===== config.mk =====
export PLATFORM = sky130hd
export DESIGN_NAME = fetch_prefetch_unit
export DESIGN_NICKNAME = d
export VERILOG_FILES = /design/src/rtl/fetch_prefetch_unit.sv
export SDC_FILE = /design/constraint.sdc
export NUM_CORES = 1
export LEC_CHECK = 0
export BUFFER_PORTS_ARGS = -buffer_cell sky130_fd_sc_hd__clkbuf_2
export CAP_MARGIN = 5
export CORE_MARGIN = 8
export CORE_UTILIZATION = 57
export DETAILED_ROUTE_END_ITERATION = 6
export GPL_TIMING_DRIVEN = 0
export PLACE_DENSITY = 0.82
export REMOVE_ABC_BUFFERS = 1
export SYNTH_ARGS = -nofsm -noshare
export SYNTH_HDL_FRONTEND = slang
export SYNTH_SLANG_ARGS = --single-unit

===== constraint.sdc =====
create_clock -name clk -period 3.7 [get_ports clk]
set_input_delay 0.555 -clock clk [delete_from_list [all_inputs] [get_ports clk]]
set_output_delay 0.555 -clock clk [all_outputs]
set_load 0.1 [all_outputs]

===== src/rtl/fetch_prefetch_unit.sv =====
// Instruction fetch front-end: sequential PC generation, req/ack fetch from a
// variable-latency instruction memory, and a DEPTH-entry prefetch FIFO that
// presents {instr, pc} to the datapath under valid/ready.
// A taken branch/jump (redirect) flushes the FIFO; an unacked in-flight
// request is completed and its word thrown away (DISCARD state).
// Optional build macro FETCH_FLUSH_STATS_EN adds saturating flush/discard
// counters as extra output ports.
module fetch_prefetch_unit #(
    parameter int          DEPTH    = 4,
    parameter logic [31:0] RESET_PC = 32'h0000_0000
) (
    input  logic        clk,
    input  logic        rst,
    input  logic        redirect,
    input  logic [31:0] redirect_pc,
    output logic        mem_req,
    output logic [31:0] mem_addr,
    input  logic        mem_ack,
    input  logic [31:0] mem_rdata,
    output logic        instr_valid,
    output logic [31:0] instr,
    output logic [31:0] instr_pc,
    input  logic        instr_ready
`ifdef FETCH_FLUSH_STATS_EN
    ,
    output logic [15:0] flush_count,
    output logic [15:0] discard_count
`endif
);

    localparam int PTR_W = (DEPTH > 1) ? $clog2(DEPTH) : 1;
    localparam int CNT_W = PTR_W + 1;

    typedef enum logic {
        S_FETCH   = 1'b0,
        S_DISCARD = 1'b1
    } state_t;

    state_t             state_q, state_d;
    logic [31:0]        fetch_pc_q, fetch_pc_d;
    logic               mem_req_q, mem_req_d;
    logic [31:0]        mem_addr_q, mem_addr_d;
    logic [PTR_W-1:0]   rd_ptr_q, rd_ptr_d;
    logic [PTR_W-1:0]   wr_ptr_q, wr_ptr_d;
    logic [CNT_W-1:0]   count_q, count_d;

    logic [31:0]        fifo_instr_q [DEPTH];
    logic [31:0]        fifo_pc_q    [DEPTH];

    logic               ack;
    logic               pop;
    logic               push;
    logic [31:0]        redirect_pc_al;
    logic               unused_redirect_lsbs;

    // Low address bits of the redirect target are architecturally ignored.
    assign unused_redirect_lsbs = ^redirect_pc[1:0];
    assign redirect_pc_al       = {redirect_pc[31:2], 2'b00};

    assign ack         = mem_req_q & mem_ack;
    assign instr_valid = (count_q != '0);
    assign pop         = instr_valid & instr_ready;

    assign mem_req     = mem_req_q;
    assign mem_addr    = mem_addr_q;
    assign instr       = instr_valid ? fifo_instr_q[rd_ptr_q] : 32'h0;
    assign instr_pc    = instr_valid ? fifo_pc_q[rd_ptr_q]    : 32'h0;

    // Next-state logic: FSM, request issue with slot reservation, FIFO pointers.
    always_comb begin
        state_d    = state_q;
        fetch_pc_d = fetch_pc_q;
        mem_req_d  = mem_req_q;
        mem_addr_d = mem_addr_q;
        rd_ptr_d   = rd_ptr_q;
        wr_ptr_d   = wr_ptr_q;
        count_d    = count_q;
        push       = 1'b0;

        case (state_q)
            S_FETCH: begin
                if (redirect) begin
                    // Flush everything; any word acked on this edge is dropped.
                    rd_ptr_d   = '0;
                    wr_ptr_d   = '0;
                    count_d    = '0;
                    fetch_pc_d = redirect_pc_al;
                    if (mem_req_q && !mem_ack) begin
                        // Keep the old handshake alive and throw its data away later.
                        state_d = S_DISCARD;
                    end else begin
                        mem_req_d  = 1'b1;
                        mem_addr_d = redirect_pc_al;
                    end
                end else begin
                    push = ack;
                    if (push) begin
                        wr_ptr_d   = wr_ptr_q + PTR_W'(1);
                        fetch_pc_d = mem_addr_q + 32'd4;
                    end
                    if (pop) begin
                        rd_ptr_d = rd_ptr_q + PTR_W'(1);
                    end
                    count_d = count_q + CNT_W'(push) - CNT_W'(pop);
                    if (mem_req_q && !mem_ack) begin
                        // Request stays stable until accepted.
                        mem_req_d  = 1'b1;
                        mem_addr_d = mem_addr_q;
                    end else begin
                        // A new request reserves one slot, so it needs room for it.
                        mem_req_d  = (count_d < CNT_W'(DEPTH));
                        mem_addr_d = fetch_pc_d;
                    end
                end
            end
            S_DISCARD: begin
                if (redirect) begin
                    fetch_pc_d = redirect_pc_al;
                end
                if (ack) begin
                    // Stale word dropped; one idle cycle before fetching the new PC.
                    state_d    = S_FETCH;
                    mem_req_d  = 1'b0;
                    mem_addr_d = fetch_pc_d;
                end
            end
            default: begin
                state_d = S_FETCH;
            end
        endcase
    end

    // Control and address state registers.
    always_ff @(posedge clk or posedge rst) begin
        if (rst) begin
            state_q    <= S_FETCH;
            fetch_pc_q <= RESET_PC;
            mem_req_q  <= 1'b0;
            mem_addr_q <= RESET_PC;
            rd_ptr_q   <= '0;
            wr_ptr_q   <= '0;
            count_q    <= '0;
        end else begin
            state_q    <= state_d;
            fetch_pc_q <= fetch_pc_d;
            mem_req_q  <= mem_req_d;
            mem_addr_q <= mem_addr_d;
            rd_ptr_q   <= rd_ptr_d;
            wr_ptr_q   <= wr_ptr_d;
            count_q    <= count_d;
        end
    end

    // FIFO storage: validity is tracked by count_q, so entries need no reset.
    always_ff @(posedge clk) begin
        if (push) begin
            fifo_instr_q[wr_ptr_q] <= mem_rdata;
            fifo_pc_q[wr_ptr_q]    <= mem_addr_q;
        end
    end

`ifdef FETCH_FLUSH_STATS_EN
    logic        drop;
    logic [15:0] flush_count_q, flush_count_d;
    logic [15:0] discard_count_q, discard_count_d;

    assign flush_count   = flush_count_q;
    assign discard_count = discard_count_q;

    // Saturating event counters for redirects and dropped acked words.
    always_comb begin
        drop            = ack & (redirect | (state_q == S_DISCARD));
        flush_count_d   = flush_count_q;
        discard_count_d = discard_count_q;
        if (redirect && (flush_count_q != 16'hFFFF)) begin
            flush_count_d = flush_count_q + 16'd1;
        end
        if (drop && (discard_count_q != 16'hFFFF)) begin
            discard_count_d = discard_count_q + 16'd1;
        end
    end

    // Statistics counter registers.
    always_ff @(posedge clk or posedge rst) begin
        if (rst) begin
            flush_count_q   <= 16'h0;
            discard_count_q <= 16'h0;
        end else begin
            flush_count_q   <= flush_count_d;
            discard_count_q <= discard_count_d;
        end
    end
`endif

endmodule


After elaboration in Yosys (flattened, before gate mapping)
Memories as Yosys holds them, arrays and structs flattened.
Index checks and enable logic that the tools add are counted.
{ "word_totals": {"ff_bits": 73, "latch_bits": 0, "mem_bits_rw": 256, "mem_bits_ro": 0, "inputBits": 69, "output_inout_bits": 98, "elab_cells": 59, "mem_count": 2} }
{ "op_classes": {"add_sub_neg": 5, "mul": 0, "div": 0, "magnitude_cmp": 1, "n_eq_ne": 3, "shift": 0, "muxes": 29, "bitwise_logic": 3, "reduce_logical": 9} }
{ "mem_list": {"columns": ["memory", "words", "word_bits", "rd", "rd_clocked_by_memory_dff", "wr", "line", "source"], "rows": [
  ["fifo_instr_q", 4, 32, 1, 0, 1, "47", "logic [31:0] fifo_instr_q [DEPTH];"],
  ["fifo_pc_q", 4, 32, 1, 0, 1, "48", "logic [31:0] fifo_pc_q [DEPTH];"]
]} }
{ "ops": {"columns": ["operator", "n"], "rows": [
  ["$mux 32", 9],
  ["$pmux 32 s2", 2],
  ["$add 32x3->32 const B", 1],
  ["$mux 1", 11],
  ["$mux 2", 4],
  ["$reduce_and 2->1", 4],
  ["$add 2x1->2 const B", 2],
  ["$pmux 1 s2", 2],
  ["$reduce_bool 2->1", 2],
  ["$add 3x1->3", 1],
  ["$lt 3x3->1 const B", 1],
  ["$mux 3", 1],
  ["$ne 3x3->1 const B", 1],
  ["$reduce_bool 3->1", 1],
  ["$sub 3x1->3", 1],
  ["$and 1x1->1", 2],
  ["$ne 2x1->1 const B", 1],
  ["$ne 2x2->1 const B", 1],
  ["$logic_and 1x1->1", 1],
  ["$logic_not 1->1", 1],
  ["$not 1->1", 1]
]} }

Depth between registers and ports, before layout
{ "depth": {"word_depth": 7, "mapped_depth": 11, "mapped_depth_nobuf": 11} }

Worst setup path after synthesis
Ideal clock, no wire load.
{ "synth_timing": {"kind": "reg-to-reg", "from": "register mem_req_q (netlist: mem_req)", "to": "memory fifo_instr_q[0][0], enable pin", "setup_ns": 0.429, "t_arrival_ns": 3.306, "required_time_ns": 3.271, "setup_slack_ns": -0.035, "stages_incl_launch_ff": 6, "n_path_buf": 3, "period_less_slack_ns": 3.735, "path_cell_list": "dfrtp_1 > clkbuf_1 > and3b_1 > buf_6 > clkbuf_1 > and3_1"} }
{ "synth_between": {"elab_chain_len": 5} }
{ "synth_lines": {"columns": ["item", "line", "source"], "rows": [
  ["start, declared", "41", "logic mem_req_q, mem_req_d;"],
  ["start signal, assigned", "146", "mem_req_q <= mem_req_d;"],
  ["$and 1x1->1", "60", "assign ack = mem_req_q & mem_ack;"],
  ["$mux 1", "82", "if (redirect) begin"],
  ["$mux 1", "80", "case (state_q)"],
  ["$mux 1", "156", "if (push) begin"],
  ["$mux 1 (implied by the code)", "157", "fifo_instr_q[wr_ptr_q] <= mem_rdata;"],
  ["end, declared", "47", null]
]} }
No other way between the ends.

Final worst setup path
{ "layout_timing": {"from": "register rd_ptr_q[0]", "to": "output instr[9]"} }
{ "layout_between": {"elab_chain_len": 2} }
{ "layout_lines": {"columns": ["item", "line", "source"], "rows": [
  ["start, declared", "43", "logic [PTR_W-1:0] rd_ptr_q, rd_ptr_d;"],
  ["start signal, assigned", "148", "rd_ptr_q <= rd_ptr_d;"],
  ["$mem_v2 4x32", null, null],
  ["$mux 32", "66", "assign instr = instr_valid ? fifo_instr_q[rd_ptr_q] : 32'h0;"],
  ["end, declared", "21", "output logic [31:0] instr,"]
]} }
No other way between the ends.

==> flow_summary.ini <==
[timing]
setup_tns_ns = 0
maxClockFrequency_mhz = 288
finalMaxSlewViolations = 0
period_share = 0.939
finClkSkew_ns = 0.0159
relSlewSlack = 0.123
tightest_slew_ns = 1.32
worst_hold_slack_ns = 0.101
finalSetupViolCount = 0
min_period_ns = 3.47
hold_violations = 0
rsz0062_at_grt = no

[floorplan]
die_w_um = 171
start_util = 0.582
core_area_mm2 = 0.0235
die_y_um = 171
die_area_mm2 = 0.0292
ios = 167
num_rows = 56

[synth]
synth_area_leaders = edfxtp_1, dfrtp_1, mux4_2
synthesis.instances = 854
synth_edf_count = 256
synth.most_common_cell = edfxtp_1
synthXorXnorAreaFrac = 0.0135
avgSynthCellArea_um2 = 16.0
synth-main-ff-cell = edfxtp_1
ys_seq_area_frac = 0.696
synth_compound_area_frac = 0.0528
synth.largest_area_cell = edfxtp_1
ys_ff_latch = 329
yosysTopAreaCellShare = 0.563
yosysWarnings = 0
yosys.area_share.simple = 0.0916
muxShareOfSynthArea = 0.118
synth_top_family_by_area = multiplexers
synthAdderAreaFrac = 0.00788
synthesis.area_mm2 = 0.0137
async_flop_share = 0.222
ys_types = 59
synth_common_cells = edfxtp_1, dfrtp_1, and2_1

[clocking]
cts_hold_buffers = 0
cts_tree = done
postCtsSetupBuffers = 0
cts_buffers = 35
cts_root_buf = clkbuf_16
clk_pin_slew_ns = 0.06
postCtsResizedCells = 0
cts.sinks = 329
htreeDepth = 2
cts_max_path_buffers = 3
worst_skew_pair.late_latency_ns = 0.50

[grt]
grt_pass1_vias = 8569
antenna_found_initial = 0
grtUsageTotal = 0.212
grt_pass1_wl_um = 47500
grt_max_degree = 74
grt_remaining_overflow = 0

[worst_setup_path]
cp_slowest_cell = dfrtp_4
crit_buf_inv = 2
cp-startpoint = rd_ptr_q[0]
path_max_fanout = 35
cpLargestDelayFamily = flip-flops
crit_path_max_incr_delay_ns = 0.92
cp.required_ns = 3.14
r2r_cells = 4
rrSetupSlack_ns = 0.63
cp.depth = 4
timing.rr.end = fetch_pc_q[28]
r2r-start = state_q
path_cells = buf_16, mux4_2, and2_1, clkbuf_2
cp-start-kind = register
arrival_ns = 2.92
critPathCaptureType = primary output
cp-endpoint = instr[9]
critPathKind = register to primary output

[detailed_routing]
avgViaCountPerCell = 6.04
vias = 8198
finalWirelength_um = 30600
drc = 0
wire_per_inst_um = 22.5
drtAntennaViolNets = 0
drt-pass1-iter-count = 5
drt_iter0_markers = 707

[final_layout]
antennaDiodeCount = 0
nets = 1090
syn_to_final_growth_pct = 17.8
drive_above_1_share = 0.300

[placement]
io_buffers = 164
dp_hpwl_um = 18800
gp_congestion = 0.767

[run]
cap_violations = 0

[min_path]
hold_path.class = primary input to async pin

[status]
status = finished, final reports clean
==> worst min path at each step <==
| stage | cells past startpoint | slack, ns | start | endpoint |
|---|---|---|---|---|
| 2_1_floorplan | 2 | 0.47 | fetch_pc_q[28] | fetch_pc_q[28] |
| 3_3_place_gp | 2 | 0.49 | fetch_pc_q[28] | fetch_pc_q[28] |
| 3_5_place_dp | 2 | 0.50 | fetch_pc_q[28] | fetch_pc_q[28] |
| 4_1_cts | 3 | 0.12 | rst | rd_ptr_q[1] |
| 5_1_grt | 3 | 0.15 | rst | count_q[1] |
| 6_report | 3 | 0.10 | rst | count_q[0] |
==> tightest hold or removal path, cell delays in order <==
cell and delay (ns):
clkbuf_2 0.10, inv_4 0.06, buf_16 0.30
==> cell usage in the layout, fill, tap and decap left out, types with 3 or more instances in the layout <==
cell	Yosys	routed
edfxtp_1	256	256
clkinv_1	1	10
nand2_1	63	63
xnor2_1	14	14
o22ai_1	7	7
nand4_1	7	7
a22oi_1	5	5
nor3_1	9	9
clkbuf_1	42	5
or3_1	6	5
buf_16	0	10
o21a_1	3	3
ha_1	7	7
nand3_1	17	17
nor4_1	11	11
o211ai_1	3	3
o31ai_1	6	6
nor2_1	26	26
and2_1	68	68
clkbuf_16	0	37
clkbuf_2	2	164
and3_4	0	4
xor2_1	7	7
mux4_2	64	64
inv_1	11	10
o21ai_0	34	34
mux2_2	10	10
a21o_1	6	6
a21oi_1	26	26
nor3b_1	3	3
a31oi_1	4	4
clkinv_2	0	7
o221ai_1	6	6
mux2i_1	6	6
dfrtp_1	73	71
and3_1	12	8
==> state kept, by name, indices dropped and copies added (netlist names) <==
name	cells
count_q	3
fetch_pc_q	32
fifo_instr_q	128
fifo_pc_q	128
mem_addr	32
mem_req	1
rd_ptr_q	2
state_q	1
wr_ptr_q	2
==> area by class of cell <==
class	instances	area (um^2)
multi-input cells	460	3900
flip-flops and latches	329	9520
repair buffers	175	1120
inverters	12	47.5
fillers	1621	7380
clock buffers	44	972
clock inverters	19	136
well taps	319	399
==> cell families (layout without fill, tap and decap cells) <==
family	count (synthesis)	after routing
flops	329	329
simple gates	236	236
compound gates	115	115
mux	80	80
buf+inv	65	250
xor+xnor	21	21
fa+ha+maj	8	8
==> through the flow <==
| step | worst slack (ns) | utilization | cell area, um^2 | cells |
|---|---|---|---|---|
| 6_report | 0.225 | 0.686 | 16100 | 1358 |
| 3_3_place_gp | -1.90 | 0.624 | 14700 | 1284 |
| 2_1_floorplan | -0.710 | - | 13400 | 801 |
| 3_5_place_dp | -0.0382 | 0.637 | 15000 | 1294 |
| 5_1_grt | 0.0559 | 0.686 | 16100 | 1358 |
| 4_1_cts | 0.147 | 0.685 | 16100 | 1357 |
==> per-layer routing <==
layer | global-route usage | part of all wire | vias up | wire (um)
met5 | 0 | 0 | - | 0
met2 | 0.356 | 0.49 | 331 | 15000
met3 | 0.0442 | 0.073 | 75 | 2230
met4 | 0.0745 | 0.031 | 0 | 956
li1 | - | - | 3628 | -
met1 | 0.272 | 0.41 | 4164 | 12400
Power is not shown: default switching activity piles up to over one toggle a cycle in this logic, so the estimate is an artifact.
